`src/rtl/evr_heartbeat_gen_if.sv`:
```
// CSR write/status port of the EVR heartbeat generator.
// The master drives the write strobe and data word; the slave returns status.
interface evr_heartbeat_gen_if #(
  parameter int BUS_WIDTH = 32
);
  logic                 csrStrobe;
  logic [BUS_WIDTH-1:0] csrData;
  logic [BUS_WIDTH-1:0] csrStatus;

  modport master (output csrStrobe, output csrData, input csrStatus);
  modport slave  (input csrStrobe, input csrData, output csrStatus);
endinterface

```
`src/rtl/evr_heartbeat_gen.sv`:
```
// Local EVR heartbeat source: periodic fixed-width pulse with programmable period,
// one-pulse skip, single-shot and phase restart, all in the evrClk domain.
module evr_heartbeat_gen #(
  parameter int BUS_WIDTH      = 32,
  parameter int PERIOD_WIDTH   = 28,
  parameter int PULSE_WIDTH    = 4,
  parameter int DEFAULT_RELOAD = 124999
) (
  input  logic                 evrClk,
  input  logic                 evrReset,
  evr_heartbeat_gen_if.slave   csr,
  output logic                 evrHeartbeat,
  output logic [15:0]          beatCount
);
  localparam int SW = (PULSE_WIDTH > 1) ? $clog2(PULSE_WIDTH) : 1;
  localparam logic [PERIOD_WIDTH-1:0] MIN_RELOAD   = PERIOD_WIDTH'(PULSE_WIDTH);
  localparam logic [PERIOD_WIDTH-1:0] RST_RELOAD   = PERIOD_WIDTH'(DEFAULT_RELOAD);
  localparam logic [SW-1:0]           STRETCH_INIT = SW'(PULSE_WIDTH - 1);

  // registered state
  logic                    enabled, skip_pending, shot_pending;
  logic [SW-1:0]           stretch;
  logic [PERIOD_WIDTH-1:0] counter, reload;

  // next-state values
  logic                    enabled_nxt, skip_nxt, shot_nxt, hb_nxt;
  logic [SW-1:0]           stretch_nxt;
  logic [PERIOD_WIDTH-1:0] counter_nxt, reload_nxt;
  logic [15:0]             beat_nxt;

  // write word decode
  logic                    wr, wr_en, wr_skip, wr_shot, wr_restart;
  logic [PERIOD_WIDTH-1:0] wr_raw, wr_reload;

  assign wr         = csr.csrStrobe;
  assign wr_en      = csr.csrData[BUS_WIDTH-1];
  assign wr_skip    = csr.csrData[BUS_WIDTH-2];
  assign wr_shot    = csr.csrData[BUS_WIDTH-3];
  assign wr_restart = csr.csrData[BUS_WIDTH-4];
  assign wr_raw     = csr.csrData[PERIOD_WIDTH-1:0];
  // Clamping keeps at least one low cycle per period, so every beat is a fresh edge.
  assign wr_reload  = (wr_raw < MIN_RELOAD) ? MIN_RELOAD : wr_raw;

  logic dis_wr, ena_wr, rst_wr, wrap, fire;
  logic [PERIOD_WIDTH-1:0] eff_reload;

  always_comb begin
    enabled_nxt = enabled;
    skip_nxt    = skip_pending;
    shot_nxt    = shot_pending;
    hb_nxt      = evrHeartbeat;
    stretch_nxt = stretch;
    counter_nxt = counter;
    reload_nxt  = reload;
    beat_nxt    = beatCount;
    fire        = 1'b0;

    dis_wr     = wr & ~wr_en;
    ena_wr     = wr & wr_en & ~enabled;
    rst_wr     = wr & wr_en & enabled & wr_restart;
    eff_reload = wr ? wr_reload : reload;
    wrap       = enabled & ~dis_wr & (counter == '0);

    // A write landing on the wrap edge supplies the value reloaded there.
    if (ena_wr || rst_wr)
      counter_nxt = wr_reload;
    else if (enabled && !dis_wr)
      counter_nxt = wrap ? eff_reload : counter - PERIOD_WIDTH'(1);

    if (wrap) begin
      if (skip_pending) skip_nxt = 1'b0;
      else              fire     = 1'b1;
    end

    if (shot_pending) begin
      fire     = 1'b1;
      shot_nxt = 1'b0;
    end

    if (stretch != '0) stretch_nxt = stretch - SW'(1);
    else               hb_nxt      = 1'b0;

    if (dis_wr) begin
      hb_nxt      = 1'b0;
      stretch_nxt = '0;
    end

    if (fire) begin
      hb_nxt      = 1'b1;
      stretch_nxt = STRETCH_INIT;
      beat_nxt    = beatCount + 16'd1;
    end

    if (wr) begin
      reload_nxt  = wr_reload;
      enabled_nxt = wr_en;
      if (wr_en && wr_skip) skip_nxt = 1'b1;
      else if (!wr_en)      skip_nxt = 1'b0;
      // single-shot only from the disabled state and never on top of a live pulse
      if (wr_shot && !wr_en && !evrHeartbeat && !shot_pending) shot_nxt = 1'b1;
    end
  end

  always_ff @(posedge evrClk or posedge evrReset) begin
    if (evrReset) begin
      enabled      <= 1'b0;
      skip_pending <= 1'b0;
      shot_pending <= 1'b0;
      evrHeartbeat <= 1'b0;
      stretch      <= '0;
      counter      <= '0;
      reload       <= RST_RELOAD;
      beatCount    <= '0;
    end else begin
      enabled      <= enabled_nxt;
      skip_pending <= skip_nxt;
      shot_pending <= shot_nxt;
      evrHeartbeat <= hb_nxt;
      stretch      <= stretch_nxt;
      counter      <= counter_nxt;
      reload       <= reload_nxt;
      beatCount    <= beat_nxt;
    end
  end

  always_comb begin
    csr.csrStatus                    = '0;
    csr.csrStatus[BUS_WIDTH-1]       = enabled;
    csr.csrStatus[BUS_WIDTH-2]       = skip_pending;
    csr.csrStatus[BUS_WIDTH-3]       = evrHeartbeat;
    csr.csrStatus[PERIOD_WIDTH-1:0]  = reload;
  end
endmodule

```
`src/flat_wrapper.sv`:
```
// flat-port wrapper written by rule: the top's interface ports become plain ports
module evr_heartbeat_gen_flat 
#(
  parameter int BUS_WIDTH      = 32,
  parameter int PERIOD_WIDTH   = 28,
  parameter int PULSE_WIDTH    = 4,
  parameter int DEFAULT_RELOAD = 124999
)
  (evrClk, evrReset, evrHeartbeat, beatCount, csr_csrStrobe, csr_csrData, csr_csrStatus);
  evr_heartbeat_gen_if #(.BUS_WIDTH(BUS_WIDTH)) csr_i ();
  input  logic evrClk;
  input  logic evrReset;
  output logic evrHeartbeat;
  output logic [15:0] beatCount;
  input wire logic [$bits(csr_i.csrStrobe)-1:0] csr_csrStrobe;
  input wire logic [$bits(csr_i.csrData)-1:0] csr_csrData;
  output wire logic [$bits(csr_i.csrStatus)-1:0] csr_csrStatus;
  assign csr_i.csrStrobe = csr_csrStrobe;
  assign csr_i.csrData = csr_csrData;
  assign csr_csrStatus = csr_i.csrStatus;
  evr_heartbeat_gen #(.BUS_WIDTH(BUS_WIDTH), .PERIOD_WIDTH(PERIOD_WIDTH), .PULSE_WIDTH(PULSE_WIDTH), .DEFAULT_RELOAD(DEFAULT_RELOAD)) u_core (.evrClk(evrClk), .evrReset(evrReset), .csr(csr_i), .evrHeartbeat(evrHeartbeat), .beatCount(beatCount));
endmodule
```
`config.mk`:
```
export PLATFORM = sky130hd
export DESIGN_NAME = evr_heartbeat_gen_flat
export DESIGN_NICKNAME = d
export VERILOG_FILES = /design/src/rtl/evr_heartbeat_gen_if.sv /design/src/rtl/evr_heartbeat_gen.sv /design/src/flat_wrapper.sv
export SDC_FILE = /design/constraint.sdc
export NUM_CORES = 1
export LEC_CHECK = 0
export BUFFER_PORTS_ARGS = -buffer_cell sky130_fd_sc_hd__buf_2
export CAP_MARGIN = 10
export CORE_AREA = 8 8 98 100
export DETAILED_ROUTE_END_ITERATION = 6
export DIE_AREA = 0 0 106 108
export HOLD_SLACK_MARGIN = 0.06
export PLACE_DENSITY = 0.79
export SLEW_MARGIN = 20
export SYNTH_ARGS = -nofsm -noshare
export SYNTH_HDL_FRONTEND = slang
export SYNTH_SLANG_ARGS = --single-unit
```
`constraint.sdc`:
```
create_clock -name evrClk -period 6.6 [get_ports evrClk]
set_input_delay 0 -clock evrClk [delete_from_list [all_inputs] [get_ports evrClk]]
set_output_delay 0 -clock evrClk [all_outputs]
set_load 0.01 [all_outputs]
```
Word level (Yosys, flattened, before mapping)
Index checks and enable logic that the tools add are counted.
{ "op_classes": {"addsub": 3, "magnitude_cmp": 1, "n_eq_ne": 1, "mux": 20, "bitwise_logic": 10, "n_reduce_logical": 14} }
{ "op_table": {"columns": ["op", "count"], "rows": [
  ["$mux W28", 5],
  ["$logic_not A28 Y1", 1],
  ["$lt A28 B3 Y1 const B", 1],
  ["$sub A28 B1 Y28 const B", 1],
  ["$add A16 B1 Y16 const B", 1],
  ["$mux W1", 12],
  ["$and A1 B1 Y1", 7],
  ["$mux W2", 3],
  ["$logic_and A1 B1 Y1", 5],
  ["$logic_not A1 Y1", 4],
  ["$reduce_bool A2 Y1", 2],
  ["$ne A3 B1 Y1 const B", 1],
  ["$not A1 Y1", 3],
  ["$reduce_bool A3 Y1", 1],
  ["$sub A2 B1 Y2 const B", 1],
  ["$logic_or A1 B1 Y1", 1]
]} }
{ "totals": {"register_bits": 78, "out_inout_bits": 49} }

Longest topological paths before layout
Gate-level depths: netlist of run 1.
{ "depth": {"word_depth": 9, "ltp_mapped": 10, "depth_no_buf": 8} }

Worst setup path after synthesis of run 1
Ideal clock, no wire load.
{ "synth_timing": {"kind": "flip-flop to flip-flop", "start": "register u_core.counter[0]", "end": "register u_core.counter[26]", "setup_ns": 0.132, "arrival_ns": 2.146, "t_required_ns": 6.468, "slack_ns": 4.322, "path_stages_with_launch": 10, "synth_period_minus_slack_ns": 2.278, "path_cell_list": "dfrtp_1 inv_1 ha_1 or3b_2 clkbuf_1 nor2_2 nand3_1 or4_1 o2111ai_1 o21ai_1"} }
{ "synth_via": {"elab_chain_len": 5} }
{ "synth_lines": {"columns": ["element", "line_no", "source"], "rows": [
  ["start, declared", "evr_heartbeat_gen.sv:23", "logic [PERIOD_WIDTH-1:0] counter, reload;"],
  ["start signal, assigned", "evr_heartbeat_gen.sv:120", "counter <= counter_nxt;"],
  ["branches (longest 2 deep; another with $sub A28 B1 Y28)", null, null],
  ["$mux W28 *", "evr_heartbeat_gen.sv:68", "counter_nxt = wrap ? eff_reload : counter - PERIOD_WIDTH'(1);"],
  ["$mux W28 *", "evr_heartbeat_gen.sv:67", "else if (enabled && !dis_wr)"],
  ["$mux W28 *", "evr_heartbeat_gen.sv:65", "if (ena_wr || rst_wr)"]
]} }
Every way passes the cells marked *. The select of a mux whose other input is x is not followed.
A chain may end at the register's enable or synchronous reset.

Final worst setup path of run 1
{ "layout_timing": {"start": "register u_core.counter[18]", "end": "register u_core.skip_pending"} }
{ "layout_via": {"elab_chain_len": 6} }
{ "layout_lines": {"columns": ["element", "line_no", "source"], "rows": [
  ["$logic_not A28 Y1 *", "evr_heartbeat_gen.sv:62", "wrap = enabled & ~dis_wr & (counter == '0);"],
  ["$and A1 B1 Y1 *", "evr_heartbeat_gen.sv:62", null],
  ["$mux W1 *", "evr_heartbeat_gen.sv:70", "if (wrap) begin"],
  ["$mux W1", "evr_heartbeat_gen.sv:98", "else if (!wr_en) skip_nxt = 1'b0;"],
  ["$mux W1", "evr_heartbeat_gen.sv:97", "if (wr_en && wr_skip) skip_nxt = 1'b1;"],
  ["$mux W1 *", "evr_heartbeat_gen.sv:94", "if (wr) begin"],
  ["net u_core.skip_nxt", "evr_heartbeat_gen.sv:26", "logic enabled_nxt, skip_nxt, shot_nxt, hb_nxt;"],
  ["end signal, assigned", "evr_heartbeat_gen.sv:116", "skip_pending <= skip_nxt;"],
  ["end, declared", "evr_heartbeat_gen.sv:21", "logic enabled, skip_pending, shot_pending;"]
]} }
Mark *: on every way through the listed nets, which the timed path passes. The rest lies on a longest branch.

==> results of run 1 <==
power groups by stage:
stage / Combinational, mW / Sequential, mW / Clock (mW)
after floorplan: 0.261 / 0.667 / 0
after global placement: 0.360 / 0.669 / 0
after detailed placement: 0.375 / 0.678 / 0
after CTS: 0.394 / 0.671 / 0.435
after global routing: 0.443 / 0.687 / 0.453
final: 0.399 / 0.676 / 0.431
state kept, by name, summed over array words and instances (netlist names):
name / flops
u_core.reload: 28
u_core.beatCount: 16
u_core.counter: 28
u_core.stretch: 2
u_core.evrHeartbeat: 1
u_core.skip_pending: 1
u_core.shot_pending: 1
u_core.enabled: 1
placed cells by master, fill, tap and decap left out, types with 10 or more instances in the layout:
cell type      netlist  final
inv_1               12     11
nand2_1             37     37
xor2_1              12     12
a21oi_1             16     15
a22oi_1             18     18
xnor2_1             17     17
mux2_2              25     25
nor3_1              15     15
nand3_1             10     10
nor4_1              11     11
dlygate4sd3_1        0     33
buf_2                5     82
nand4_1             16     16
o21ai_1             26     26
dfrtp_1             69     69
nor2_1              32     32
per-layer routing:
metal | routed length [µm] | track usage [%]
met1 | 5170 | 26.6
met2 | 6030 | 35.1
met3 | 945 | 4.88
met4 | 176 | 8.54
met5 | 0 | 0
layout make-up:
class	instances	area, µm²
fill	630	2720
clock buffer	10	128
multi-input combinational	321	2140
tap	105	131
sequential	78	1960
timing repair buffer	122	813
clock inverter	6	110
inverter	13	48.8
kinds of logic after synthesis:
logic type,Yosys count
mux,25
fa+ha+maj,4
simple gates,155
flops,78
buf+inv,39
xor+xnor,29
other cells,1
compound gates,107
critical path, cell delays in order (launching register included):
cell and delay [ns]:
dfrtp_1 0.47, nor4_4 0.34, nand3b_1 0.37, or4_1 1.07, a22oi_1 0.32, nor2_1 0.06, dlygate4sd3_1 0.57
final timing paths:
kind | from | to | slack, ns | depth (start not counted)
hold / removal | csr_csrStrobe | u_core.reload[0] | 0.23 | 4
min in group asynchronous | evrReset | u_core.reload[4] | 0.30 | 4
setup reg to reg | u_core.counter[18] | u_core.skip_pending | 3.27 | 6
setup / recovery | u_core.counter[18] | u_core.skip_pending | 3.27 | 6
max in group asynchronous | evrReset | u_core.reload[13] | 5.66 | 5
hold reg to reg | u_core.beatCount[15] | u_core.beatCount[15] | 0.46 | 1
timing repair:
item | CTS | global route
setup endpoints to repair | 0 | 0
hold endpoints to repair | 127 | 0
setup buffers | 0 | 0
hold buffers | 33 | 0
==> out/metrics.cfg, run 1 <==
[status]
status = complete, no violations

[timing]
drv_slew = 0
rsz0062_at_grt = no
setup_violations = 0
maxSlewHeadroom_pct = 37.9
worst_slack_ns = 3.27
finalSetupTns_ns = 0
period_minus_slack_ns = 3.33
holdWs_ns = 0.229
finalClockSkew_ns = 0.0125
hold_viol_final = 0
tightest_slew_ns = 0.931
finalCritPeriodShare_pct = 50.4
fmax_ghz = 0.301

[drt]
drt_pass1_iterations = 5
vias_per_cell = 6.05
drc_errors = 0
vias = 3965
wire_per_inst_um = 18.8
drtIter0Drc = 293
antenna_left = 0
wirelength_um = 12300

[synthesis]
synth_nets = 477
syn-mean-instance-area_um2 = 9.75
synth_top_family_by_area = simple AND/OR/NAND/NOR gates
ys_types = 57
yosys.area_share.simple_pct = 19.5
synth_cells = 438
yosys-top-cells-count = dfrtp_1, nand2_1, nor2_1, o21ai_1, mux2_2
synthArstFlopShare_pct = 100
ys_ff_latch = 78
synth_mux_area_share_pct = 6.59
synth_edf_count = 0
synth_fa_ha_area_share_pct = 1.17
synthFlopType = dfrtp_1
ys_top_cells_by_area = dfrtp_1, mux2_2, dfstp_2, xnor2_1, nand2_1
ys.warnings.count = 0
synth_most_common_cell = dfrtp_1
yosysTopAreaCell = dfrtp_1
synth_area_mm2 = 0.00427
synth-xor-area-share_pct = 5.95
synth_top_area_share_pct = 40.4
synth_compound_area_share_pct = 16.4
ys_seq_area_share_pct = 46.0

[place]
dpl.hpwl_um = 8280
dpl_cell_area_mm2 = 0.00473
dpl.cell_count = 605
gp_congestion = 0.864
post-place-ws_ns = 3.75
portBuffers = 82

[clock_network]
post_cts_resized = 0
h-tree-depth = 3
cts_buffers = 9
clk_latency_ns = 0.35
path_clk_slew_ns = 0.09
cts.sinks = 78
ctsRootBufferMaster = clkbuf_8
cts_tree = built
clockBufferDepth = 2

[floorplanning]
die_w_um = 106
row_count = 33
dieHeight_um = 108
core_mm2 = 0.00805
io_pins = 84
start_util_pct = 53.0
dieArea_mm2 = 0.0114

[run]
cap_violations = 0

[setup_path]
cp_data_arrival_time_ns = 3.55
crit_fanout = 28
required_ns = 6.82
end_kind = flop
path_class = flop to flop
startpoint_type = flop

[pwr]
power_leakage_nw = 2.31
seqPwrFrac_pct = 44.9
power_density_mw_per_mm2 = 282
p_total_mw = 1.51
power.switching_mw = 0.508
intPower_mw = 0.998
switching_share_pct = 33.7
ir_drop_v = 0.000164
clkPwrFrac_pct = 28.6
p_comb_share_pct = 26.5

[grt]
antenna_found_initial = 0
track_usage_pct = 21.3
grt_pass1_vias = 4026
grt-ovfl-total = 0
grt_pass1_wl_um = 19900
grt_max_degree = 79

[finish]
drive_gt1_share_pct = 28.0
fin_util_pct = 66.2
area_growth_syn_to_layout_pct = 24.9
finalNetCount = 584
fin_cells = 655
final_cell_area_mm2 = 0.00533
diodes = 0

[min_path]
min_path_type = input port to flop

Power figures use the tool's default switching activity.
==> run 2, diff against run 1 <==
--- a/config.mk
+++ b/config.mk
@@ -5,13 +5,14 @@
 export SDC_FILE = /design/constraint.sdc
 export NUM_CORES = 1
 export LEC_CHECK = 0
+export ABC_AREA = 1
 export BUFFER_PORTS_ARGS = -buffer_cell sky130_fd_sc_hd__buf_2
 export CAP_MARGIN = 10
-export CORE_AREA = 8 8 98 100
+export CORE_AREA = 8 8 108 110
 export DETAILED_ROUTE_END_ITERATION = 6
-export DIE_AREA = 0 0 106 108
+export DIE_AREA = 0 0 116 118
 export HOLD_SLACK_MARGIN = 0.06
-export PLACE_DENSITY = 0.79
+export PLACE_DENSITY = 0.76
 export SLEW_MARGIN = 20
 export SYNTH_ARGS = -nofsm -noshare
 export SYNTH_HDL_FRONTEND = slang
==> constraint.sdc (replaced) <==
create_clock -name evrClk -period 2.9 [get_ports evrClk]
set_input_delay 0 -clock evrClk [delete_from_list [all_inputs] [get_ports evrClk]]
set_output_delay 0 -clock evrClk [all_outputs]
set_load 0.01 [all_outputs]
==> run 2 against run 1 <==
  * First-iteration DRC count fell by 1.0%
  * Highest routed layer unchanged
  * Largest cell class unchanged
  * Flip-flop and latch count did not move
  * Global-route usage rose by 0.28 points
  * Combinational power rose to 3.8 times the previous value
  * Critical endpoint is now u_core.counter[0]
  * Largest power group unchanged
==> out/metrics.cfg, run 2 <==
[floorplanning]
die_w_um = 116  ; was 106 µm
row_count = 37  ; was 33
io_pins = 84  ; unchanged
dieArea_mm2 = 0.0137  ; was 0.0114 mm²
dieHeight_um = 118  ; was 108 µm
start_util_pct = 49.1  ; was 53.0%
core_mm2 = 0.0100  ; was 0.00805 mm²

[run]
cap_violations = 0  ; unchanged

[clock_network]
cts.sinks = 78  ; unchanged
cts_buffers = 9  ; unchanged
h-tree-depth = 3  ; unchanged
post_cts_resized = 0  ; unchanged
clk_latency_ns = 0.36  ; was 0.35 ns
cts_tree = built  ; unchanged
clockBufferDepth = 2  ; unchanged
path_clk_slew_ns = 0.08  ; was 0.09 ns
ctsRootBufferMaster = clkbuf_8  ; unchanged

[synthesis]
ys_types = 34  ; was 57
ys_seq_area_share_pct = 40.0  ; was 46.0%
synthArstFlopShare_pct = 100  ; unchanged
yosysTopAreaCell = dfrtp_1  ; unchanged
yosys-top-cells-count = nand2_1, nor2_1, inv_1, dfrtp_1, a21oi_1  ; was dfrtp_1, nand2_1, nor2_1, o21ai_1, mux2_2
synth_area_mm2 = 0.00491  ; was 0.00427 mm²
ys.warnings.count = 0  ; unchanged
synth_most_common_cell = nand2_1  ; was dfrtp_1
synth_nets = 735  ; was 477
ys_ff_latch = 78  ; unchanged
synth_edf_count = 0  ; unchanged
synth_cells = 696  ; was 438
ys_top_cells_by_area = dfrtp_1, nand2_1, nor2_1, inv_1, a21oi_1  ; was dfrtp_1, mux2_2, dfstp_2, xnor2_1, nand2_1
synthFlopType = dfrtp_1  ; unchanged
synth_top_area_share_pct = 35.2  ; was 40.4%
syn-mean-instance-area_um2 = 7.05  ; was 9.75 µm²

[setup_path]
startpoint_type = flop  ; unchanged
path_class = flop to flop  ; unchanged
cp_data_arrival_time_ns = 2.38  ; was 3.55 ns
regToRegSetupSlack_ns = 0.77  ; was 3.27 ns
crit_fanout = 25  ; was 28
required_ns = 3.15  ; was 6.82 ns
end_kind = flop  ; unchanged

[timing]
drv_slew = 0  ; unchanged
finalClockSkew_ns = 0.0118  ; was 0.0125 ns
rsz0062_at_grt = no  ; unchanged
setup_violations = 0  ; unchanged
maxSlewHeadroom_pct = 39.8  ; was 37.9%
finalCritPeriodShare_pct = 73.5  ; was 50.4%
fmax_ghz = 0.469  ; was 0.301 GHz
finalSetupTns_ns = 0  ; unchanged
hold_viol_final = 0  ; unchanged
tightest_slew_ns = 0.901  ; was 0.931 ns
period_minus_slack_ns = 2.13  ; was 3.33 ns

[drt]
vias_per_cell = 5.15  ; was 6.05
vias = 4857  ; was 3,965
wire_per_inst_um = 15.3  ; was 18.8 µm
drc_errors = 0  ; unchanged
antenna_left = 0  ; unchanged
drt_pass1_iterations = 5  ; unchanged
drtIter0Drc = 290  ; was 293
wirelength_um = 14400  ; was 12,300 µm

[grt]
track_usage_pct = 21.5  ; was 21.3%
antenna_found_initial = 0  ; unchanged
grt_max_degree = 41  ; was 79
grt_pass1_vias = 4842  ; was 4,026
grt-ovfl-total = 0  ; unchanged
grt_pass1_wl_um = 23700  ; was 19,900 µm

[place]
portBuffers = 82  ; unchanged
dpl.hpwl_um = 10300  ; was 8280 µm
gp_congestion = 0.879  ; was 0.864

[finish]
diodes = 0  ; unchanged
drive_gt1_share_pct = 18.1  ; was 28.0%
finalNetCount = 841  ; was 584
fin_util_pct = 59.4  ; was 66.2%
final_common_cell = nand2_1  ; was buf_2
final_cell_mix = nand2_1, nor2_1, buf_2, inv_1, dfrtp_1  ; was buf_2, dfrtp_1, nand2_1, dlygate4sd3_1, nor2_1
reg_top3 = u_core.counter x28, u_core.reload x28, u_core.beatCount x16  ; unchanged
multi_input_area_mm2 = 0.00246  ; was 0.00214 mm²
fillers = 960  ; was 630
area_growth_syn_to_layout_pct = 21.0  ; was 24.9%
regArea_mm2 = 0.00196  ; unchanged

[pwr]
intPower_mw = 2.48  ; was 0.998 mW
p_comb_share_pct = 36.6  ; was 26.5%
seqPwrFrac_pct = 41.1  ; was 44.9%
switching_share_pct = 40.2  ; was 33.7%
ir_drop_v = 0.000339  ; was 0.000164 V
power.switching_mw = 1.67  ; was 0.508 mW
clkPwrFrac_pct = 22.3  ; was 28.6%
power_density_mw_per_mm2 = 698  ; was 282 mW/mm²
power_leakage_nw = 2.93  ; was 2.31 nW

[status]
status = complete, no violations  ; unchanged

[min_path]
min_path_type = input port to flop  ; unchanged

## run 2: changes by cell type after synthesis, sizes merged, moves of 8 or more
cell,previous run,this run
xnor2,17,7
nand3,10,53
a21oi,16,52
nor4,13,2
a22oi,18,0
o21ai,32,45
nand2,37,186
nor2,33,93
inv,13,89
mux2,25,0
nand4,16,8
## run 2: final timing paths
| check | startpoint | to | cells past startpoint |
|---|---|---|---|
| min in group asynchronous | evrReset | u_core.reload[5] | 3 |
| worst min-delay path | csr_csrStrobe | u_core.skip_pending | 3 |
| worst min register to register | u_core.reload[0] | u_core.reload[0] | 2 |
| worst max-delay path | u_core.counter[0] | u_core.counter[0] | 9 |
| worst max register to register | u_core.counter[0] | u_core.counter[0] | 9 |
| max in group asynchronous | evrReset | u_core.stretch[1] | 4 |
## run 2: kinds of logic after synthesis
| group | Yosys count | synth area share, % |
|---|---|---|
| xor gates and xnor gates | 26 | 4.64 |
| other | 1 | 0.0764 |
| adders and majority gates | 4 | 1.02 |
| DFF | 78 | 40.0 |
| AOI/OAI and AO/OA | 107 | 11.7 |
| buffers and inverters | 115 | 9.95 |
| and+or+nand+nor | 364 | 32.4 |
| muxes | 1 | 0.204 |
## run 2: per-layer routing
| layer | part of all wire (%) | vias up | GRT usage (%) |
|---|---|---|---|
| met5 | 0 | - | 0 |
| met4 | 1.6 | 0 | 7.30 |
| met3 | 5.5 | 17 | 4.26 |
| met2 | 49 | 140 | 35.5 |
| met1 | 44 | 2277 | 27.2 |
| li1 | - | 2423 | - |
## run 2: metrics by stage
stage	power [mW]	cells	area [µm²]	worst slack, ns	hold WS, ns
final	4.14	943	5940	0.767	0.102
after global routing	4.45	943	5940	0.609	0.110
after CTS	4.15	943	5940	0.751	0.0759
after detailed placement	3.19	895	5400	0.837	0.247
after global placement	3.15	895	5400	0.902	0.215
after floorplan	2.73	696	4910	0.920	0.112
## run 2: what timing repair did
action | CTS | global route
hold endpoints to repair | 87 | 0
hold buffers | 32 | 0
buffers inserted | 0 | 0
## run 2: final cells by class
cell class / count / area share, %
Timing Repair Buffer: 121 / 13.4
Sequential cell: 78 / 33.1
Inverter: 89 / 5.63
Clock inverter: 4 / 1.18
Tap cell: 136 / 2.87
Clock buffer: 12 / 2.45
Multi-Input combinational cell: 503 / 41.4
## run 2: power groups by stage
stage                     sequential, mW  combinational, mW  clock [mW]
after global routing                1.75               1.71       0.985
final                               1.70               1.52       0.921
after CTS                           1.70               1.52       0.935
after detailed placement            1.71               1.48           0
after global placement              1.70               1.45           0
after floorplan                     1.71               1.02           0
## run 2: worst max-delay path: stages (launching register included)
cell and delay (ns):
dfrtp_1 0.40, inv_1 0.11, ha_1 0.22, nand3_2 0.11
nor2_4 0.16, nand2_2 0.08, nor2_4 0.50, nand3_1 0.16
a21oi_1 0.20, nor2_1 0.06
